--- config.mk ---
export PLATFORM = sky130hd
export DESIGN_NAME = ps2_scancode_decoder
export DESIGN_NICKNAME = d
export VERILOG_FILES = /design/src/rtl/ps2_pkg.sv /design/src/rtl/scancode_to_ascii.sv /design/src/rtl/ps2_scancode_decoder.sv
export SDC_FILE = /design/constraint.sdc
export NUM_CORES = 1
export LEC_CHECK = 0
export BUFFER_PORTS_ARGS = -buffer_cell sky130_fd_sc_hd__buf_2
export CAP_MARGIN = 10
export CORE_MARGIN = 1
export CORE_UTILIZATION = 46
export DETAILED_ROUTE_END_ITERATION = 7
export PLACE_DENSITY = 0.85
export RECOVER_POWER = 25
export SYNTH_ARGS = -nofsm -noshare
export SYNTH_HDL_FRONTEND = slang
export SYNTH_SLANG_ARGS = --single-unit
--- constraint.sdc ---
create_clock -name clk -period 1.8 [get_ports clk]
set_input_delay 0 -clock clk [delete_from_list [all_inputs] [get_ports clk]]
set_output_delay 0 -clock clk [all_outputs]
set_load 0.02 [all_outputs]
--- src/rtl/ps2_pkg.sv ---
// Shared constants and FSM state type for the PS/2 scan-code decoder.
package ps2_pkg;

  localparam logic [7:0] PS2_BREAK = 8'hF0;
  localparam logic [7:0] PS2_EXT   = 8'hE0;

  typedef enum logic [1:0] {
    IDLE = 2'd0,
    POP  = 2'd1,
    GAP  = 2'd2
  } dec_state_t;

endpackage

--- src/rtl/scancode_to_ascii.sv ---
// Set-2 scan code to ASCII lookup: uppercase letters, digits and space; anything else maps to 8'h00.
module scancode_to_ascii (
  input  logic [7:0] code,
  output logic [7:0] ascii
);

  always_comb begin
    ascii = 8'h00;
    case (code)
      8'h1C: ascii = 8'h41; 8'h32: ascii = 8'h42; 8'h21: ascii = 8'h43; 8'h23: ascii = 8'h44;
      8'h24: ascii = 8'h45; 8'h2B: ascii = 8'h46; 8'h34: ascii = 8'h47; 8'h33: ascii = 8'h48;
      8'h43: ascii = 8'h49; 8'h3B: ascii = 8'h4A; 8'h42: ascii = 8'h4B; 8'h4B: ascii = 8'h4C;
      8'h3A: ascii = 8'h4D; 8'h31: ascii = 8'h4E; 8'h44: ascii = 8'h4F; 8'h4D: ascii = 8'h50;
      8'h15: ascii = 8'h51; 8'h2D: ascii = 8'h52; 8'h1B: ascii = 8'h53; 8'h2C: ascii = 8'h54;
      8'h3C: ascii = 8'h55; 8'h2A: ascii = 8'h56; 8'h1D: ascii = 8'h57; 8'h22: ascii = 8'h58;
      8'h35: ascii = 8'h59; 8'h1A: ascii = 8'h5A;
      8'h45: ascii = 8'h30; 8'h16: ascii = 8'h31; 8'h1E: ascii = 8'h32; 8'h26: ascii = 8'h33;
      8'h25: ascii = 8'h34; 8'h2E: ascii = 8'h35; 8'h36: ascii = 8'h36; 8'h3D: ascii = 8'h37;
      8'h3E: ascii = 8'h38; 8'h46: ascii = 8'h39;
      8'h29: ascii = 8'h20;
      default: ascii = 8'h00;
    endcase
  end

endmodule

--- src/rtl/ps2_scancode_decoder.sv ---
// Pops PS/2 scan-code bytes from the receiver FIFO, folds F0/E0 prefixes and tracks the held key.
// Optional ASCII lookup of the held key is built when SCANCODE_ASCII_EN is defined.
module ps2_scancode_decoder
  import ps2_pkg::*;
#(
  parameter int unsigned CNT_W   = 8,
  parameter int unsigned ACK_GAP = 1
) (
  input  logic             clk,
  input  logic             rst_n,
  input  logic [7:0]       data,
  input  logic             ready,
  input  logic             overflow,
  output logic             nextdata_n,
  output logic [7:0]       key_code,
  output logic             key_ext,
  output logic [7:0]       key_ascii,
  output logic             key_down,
  output logic [CNT_W-1:0] press_count,
  output logic             event_valid,
  output logic             err_ovf
);

  localparam int unsigned GAP_W = (ACK_GAP > 1) ? $clog2(ACK_GAP) : 1;

  dec_state_t       state_q, state_d;
  logic [7:0]       byte_q, byte_d;
  logic             brk_q, brk_d;
  logic             ext_q, ext_d;
  logic [GAP_W-1:0] gap_q, gap_d;
  logic             nextdata_n_d;
  logic [7:0]       key_code_d;
  logic             key_ext_d;
  logic             key_down_d;
  logic [CNT_W-1:0] press_count_d;
  logic             event_valid_d;
  logic             err_ovf_d;
  logic             same_key_c;
  logic [7:0]       ascii_c;

`ifdef SCANCODE_ASCII_EN
  logic [7:0] rom_c;
  logic [7:0] key_ascii_d;

  scancode_to_ascii u_ascii (
    .code  (byte_q),
    .ascii (rom_c)
  );

  // Extended codes have no printable mapping.
  assign ascii_c = ext_q ? 8'h00 : rom_c;
`else
  assign ascii_c   = 8'h00;
  assign key_ascii = 8'h00;
`endif

  assign same_key_c = key_down && ({ext_q, byte_q} == {key_ext, key_code});

  always_ff @(posedge clk) begin
    if (!rst_n) begin
      state_q     <= IDLE;
      byte_q      <= 8'h00;
      brk_q       <= 1'b0;
      ext_q       <= 1'b0;
      gap_q       <= '0;
      nextdata_n  <= 1'b1;
      key_code    <= 8'h00;
      key_ext     <= 1'b0;
      key_down    <= 1'b0;
      press_count <= '0;
      event_valid <= 1'b0;
      err_ovf     <= 1'b0;
`ifdef SCANCODE_ASCII_EN
      key_ascii   <= 8'h00;
`endif
    end else begin
      state_q     <= state_d;
      byte_q      <= byte_d;
      brk_q       <= brk_d;
      ext_q       <= ext_d;
      gap_q       <= gap_d;
      nextdata_n  <= nextdata_n_d;
      key_code    <= key_code_d;
      key_ext     <= key_ext_d;
      key_down    <= key_down_d;
      press_count <= press_count_d;
      event_valid <= event_valid_d;
      err_ovf     <= err_ovf_d;
`ifdef SCANCODE_ASCII_EN
      key_ascii   <= key_ascii_d;
`endif
    end
  end

  // Next-state and next-output logic; the pop strobe is registered so it is low during POP.
  always_comb begin
    state_d       = state_q;
    byte_d        = byte_q;
    brk_d         = brk_q;
    ext_d         = ext_q;
    gap_d         = gap_q;
    nextdata_n_d  = 1'b1;
    key_code_d    = key_code;
    key_ext_d     = key_ext;
    key_down_d    = key_down;
    press_count_d = press_count;
    event_valid_d = 1'b0;
    err_ovf_d     = err_ovf | overflow;
`ifdef SCANCODE_ASCII_EN
    key_ascii_d   = key_ascii;
`endif

    case (state_q)
      IDLE: begin
        if (ready) begin
          byte_d       = data;
          nextdata_n_d = 1'b0;
          state_d      = POP;
        end
      end
      POP: begin
        state_d = GAP;
        gap_d   = '0;
        if (byte_q == PS2_BREAK) begin
          brk_d = 1'b1;
        end else if (byte_q == PS2_EXT) begin
          ext_d = 1'b1;
        end else if (brk_q) begin
          if (same_key_c) begin
            key_down_d    = 1'b0;
            event_valid_d = 1'b1;
          end
          brk_d = 1'b0;
          ext_d = 1'b0;
        end else begin
          // A make of the held key is a typematic repeat and changes nothing.
          if (!same_key_c) begin
            key_code_d    = byte_q;
            key_ext_d     = ext_q;
            key_down_d    = 1'b1;
            press_count_d = CNT_W'(press_count + CNT_W'(1));
            event_valid_d = 1'b1;
`ifdef SCANCODE_ASCII_EN
            key_ascii_d   = ascii_c;
`endif
          end
          ext_d = 1'b0;
        end
      end
      GAP: begin
        if (gap_q == GAP_W'(ACK_GAP - 1)) state_d = IDLE;
        else                              gap_d   = GAP_W'(gap_q + GAP_W'(1));
      end
      default: state_d = IDLE;
    endcase
  end

  logic unused_c;
  assign unused_c = ^ascii_c;

endmodule
======== Word-level counts from Yosys, hierarchy flattened ========
Cells that the tools add are included.
cells by class
  add/subtract/negate cells ............... 2
  eq/ne operators ......................... 10
  multiplexer cells ....................... 15
  bitwise logic cells ..................... 7
  reductions and logical operators ........ 11
operators by type and width
  operator                                       number
  == test 8 bit, second input constant           2
  2-to-1 mux 1 bit                               11
  AND reduction 2 bit                            5
  AND reduction 5 bit                            2
  == test 9 bit                                  1
  adder 8 x 1 -> 8 bit, second input constant    1
  != test 2 bit, second input constant           4
  inverter 1 bit                                 6
  case mux 2 bit (3 select lines)                1
  2-to-1 mux 2 bit                               2
  OR reduction 4 bit                             1
  == test 2 x 1 -> 1 bit, second input constant  1
  == test 2 bit, second input constant           1
  logical NOT 2 bit                              1
  != test 2 x 1 -> 1 bit, second input constant  1
  case mux 1 bit (2 select lines)                1
  nonzero test 2 bit                             1
  adder 1 bit, second input constant             1
  logical AND 1 bit                              1
  bitwise OR 1 bit                               1
storage, ports and cells
  register bits after elaboration ......... 34
  input bits .............................. 12
  output and inout bits ................... 29
  logic and storage cells ................. 57

======== Logic depth before layout (Yosys ltp) ========
  word-level depth ........................ 4
  mapped depth ............................ 8
  gate-level depth less buffers ........... 7

======== Worst setup path after synthesis ========
No wires, ideal clock.
  kind .................................... reg-to-reg
  start ................................... register key_code[7]
  end ..................................... register press_count[5]
  library setup time ...................... 0.070 ns
  arrival time ............................ 1.689 ns
  data required time ...................... 1.730 ns
  setup slack ............................. 0.042 ns
  stages on the path, launching flop included .. 8
  path buffers ............................ 0
  clock period less this slack ............ 1.758 ns
  path through ............................ dfxtp_1 > xor2_1 > nor4_1 > nand4_1 > ha_1 > nand4_1 > or4_1 > a21oi_1
between the ends
  cells in the longest elaborated chain, start to end .. 4
ends and longest elaborated chain
  what                                  line                        RTL
  from (decl)                           ps2_scancode_decoder.sv:15  output logic [7:0] key_code,
  from (signal assigned)                ps2_scancode_decoder.sv:83  key_code <= key_code_d;
  == test 9 bit                         ps2_scancode_decoder.sv:57  assign same_key_c = key_down && ({ext_q, byte_q} == {key_ext, key_code});
  logical AND 1 bit                     ps2_scancode_decoder.sv:57
  inverter 1 bit (no source line)       --
  AND reduction 5 bit (no source line)  --
  to (signal assigned)                  ps2_scancode_decoder.sv:86  press_count <= press_count_d;
  to (decl)                             ps2_scancode_decoder.sv:19  output logic [CNT_W-1:0] press_count,
No other way between the ends.
A chain may end at the register's enable or synchronous reset.

======== Worst setup path in the final report ========
  start ................................... register key_code[4]
  end ..................................... register press_count[3]
The elaborated chain is that of the path after synthesis.

==> results.sh <==
export IMPL_route_detailed_drc=0
export IMPL_fin_crit_ns=1.762
export IMPL_port_buffers=32
export IMPL_hold_viol_final=0
export IMPL_tritoncts="done"
export IMPL_worstPathRequired_ns=2.07
export IMPL_dr_pass1_iters=4
export IMPL_rsz0062_at_grt="true"
export IMPL_endpoint_kind="register"
export IMPL_insertion_delay_ns=0.34
export IMPL_area_growth_pct=32.17
export IMPL_yosysSeqAreaShare=0.4378
export IMPL_route_met3_wl_um=133
export IMPL_worstSetupStartpoint="key_code[4]"
export IMPL_final_cells=264
export IMPL_vias=1327
export IMPL_syn_area_um2=1509
export IMPL_cts_buffers=5
export IMPL_postLayoutCellArea_um2=1994
export IMPL_reg2reg_from="key_code[4]"
export IMPL_synth_warnings=0
export IMPL_drt_total_wl_um=3398
export IMPL_reg2reg_slack_ns=0.04
export IMPL_drt_iter0_markers=107
export IMPL_die_area_um2=3514
export IMPL_cap_violations=0
export IMPL_p_leak_nw=0.9045
export IMPL_clock_fmax_mhz=567.6
export IMPL_grt_pass1_vias=1170
export IMPL_groute_usage_overall=0.1981
export IMPL_yosysUniqueCellTypes=36
export IMPL_placed_cell_area_um2=1759
export IMPL_holdWs_ns=0.09675
export IMPL_start_util=0.4902
export IMPL_layout_common_cells="dfxtp_1, buf_2, nand2_1"
export IMPL_ioPinCount=41
export IMPL_worstPathMaxFanout=4
export IMPL_core_area_um2=3078
export IMPL_setup_worst_path_class="reg2reg"
export IMPL_top_layer_used="met4"
export IMPL_gp_congestion=0.8812
export IMPL_finalSetupViolations=0
export IMPL_ant_nets=0
export IMPL_wl_met2_um=1836
export IMPL_post_place_cells=245
export IMPL_die_height_um=59.28
export IMPL_cts_root_buf="clkbuf_4"
export IMPL_dp_hpwl_um=2329
export IMPL_syn_inst=162
export IMPL_yosys_register_bits=33
export IMPL_cp_endpoint="press_count[3]"
export IMPL_clk_pin_slew_ns=0.10
export IMPL_overflow=0
export IMPL_reg2reg_depth=8
export IMPL_fin_util=0.6480
export IMPL_route_detailed_wl_per_inst_um=12.87
export IMPL_antenna_found_initial=0
export IMPL_fin_crit_sh=0.9787
export IMPL_nets=233
export IMPL_rows=20
export IMPL_cts_buffer_depth=2
export IMPL_timing_rr_end="press_count[3]"
export IMPL_syn_area_per_cell_um2=9.314
export IMPL_startpoint_type="register"
export IMPL_skew_ns=0.003964
export IMPL_cp_arrival_ns=2.03
export IMPL_die_x_um=59.28
export IMPL_diodes=0
export IMPL_drive_gt1_frac=0.3364
export IMPL_ir_worst_vdd_mv=0.5427
export IMPL_met1_length_um=1376
export IMPL_ctsHtreeMaxLevel=2
export IMPL_grt_pass1_wl_um=5037
export IMPL_status="finished clean"
export IMPL_hold_class="in2reg"
export IMPL_p_per_area_nw_per_um2=760.4
export IMPL_drv_slew=0
export IMPL_vias_per_cell=5.027
export IMPL_grt_max_degree=29
export IMPL_cts_sinks=33
power breakdown:
part           internal [mW]  switching, mW
sequential             0.761         0.0239
clock                  0.226          0.253
combinational          0.117          0.135
per-stage QoR:
| stage | setup WS (ns) | TNS, ns | total power [mW] |
|---|---|---|---|
| CTS | 0.007895 | 0 | 1.503 |
| global route | -0.07584 | -0.5500 | 1.585 |
| global placement | 0.03605 | 0 | 1.011 |
| floorplan | 0.04167 | 0 | 0.9580 |
| detailed placement | 0.02680 | 0 | 1.016 |
| finish | 0.03832 | 0 | 1.516 |
cell usage after synthesis:
cell	number	area share
o21ai_4	1	0.011
nor2_1	16	0.040
or3b_4	1	0.0075
dfxtp_1	33	0.44
nor3b_1	1	0.0050
nor4_1	2	0.0083
xor2_1	8	0.046
buf_4	10	0.050
o21ai_0	2	0.0066
nand4bb_4	1	0.018
clkbuf_1	2	0.0050
o21ai_2	5	0.029
nand3_1	12	0.040
and2b_1	1	0.0050
ha_1	2	0.017
conb_1	1	0.0025
a21oi_1	4	0.013
o31ai_1	1	0.0050
or3_1	2	0.0083
buf_6	2	0.015
clkbuf_8	1	0.0091
o211a_1	1	0.0066
nand4_1	3	0.012
or4_1	3	0.015
nor3_1	1	0.0033
o21ai_1	5	0.017
inv_1	4	0.0099
nand2_1	18	0.045
o211ai_1	2	0.0099
buf_2	1	0.0033
nand2b_1	2	0.0083
nor4_2	1	0.0083
xnor2_1	2	0.012
mux2i_1	9	0.060
o41ai_1	1	0.0058
o311ai_0	1	0.0058
logic make-up (layout without fill, tap and decap cells):
group | Yosys count | in the layout | share of synthesized area
AO/OA/AOI/OAI | 23 | 23 | 0.1095
XOR/XNOR | 10 | 10 | 0.05805
adder cells (fa/ha/maj) | 2 | 2 | 0.01658
buffers and inverters | 20 | 71 | 0.09203
flip-flops | 33 | 33 | 0.4378
multiplexers | 9 | 9 | 0.05970
other | 1 | 8 | 0.002485
AND/OR/NAND/NOR | 64 | 64 | 0.2239
what timing repair did:
| item | 4_1_cts | 5_1_grt |
|---|---|---|
| resized for setup | 0 | 16 |
| setup endpoints to repair | 0 | 15 |
| hold buffers | 9 | 0 |
| hold endpoints to repair | 9 | 0 |
| setup buffers | 0 | 1 |
registers in the layout, summed over array words and instances (netlist names):
register	cells
brk_q	1
byte_q	8
err_ovf	1
event_valid	1
ext_q	1
key_code	8
key_down	1
key_ext	1
nextdata_n	1
press_count	8
state_q	2
how the worst min path moves through the flow:
stage,from,endpoint,cells after the start
2_1_floorplan,overflow,err_ovf,2
3_3_place_gp,overflow,err_ovf,3
3_5_place_dp,overflow,err_ovf,3
4_1_cts,rst_n,err_ovf,3
5_1_grt,rst_n,byte_q[4],3
6_report,rst_n,byte_q[6],3
area by class of cell:
cell class,count,area [um^2]
Clock buffer,7,65.06
Clock inverter,1,5.005
Fill cell,255,1084
Inverter,4,15.01
Multi-Input combinational cell,116,777.0
Sequential cell,33,670.6
Tap cell,44,55.05
Timing Repair Buffer,59,406.6
critical path, stage by stage (launching register included):
cell     delay (ns)
dfxtp_1        0.36
xor2_1         0.18
nor4_1         0.08
nand4_1        0.10
ha_2           0.21
nand4_1        0.12
buf_4          0.18
or3_1          0.31
a21oi_1        0.16
metal layers:
layer / vias to the layer above / global-route usage
met2: 46 / 0.3612
met3: 4 / 0.04803
met4: 0 / 0.09184
met1: 622 / 0.2128
li1: 655 / -
met5: - / 0
Note: power is estimated with default switching activity, not from simulation.
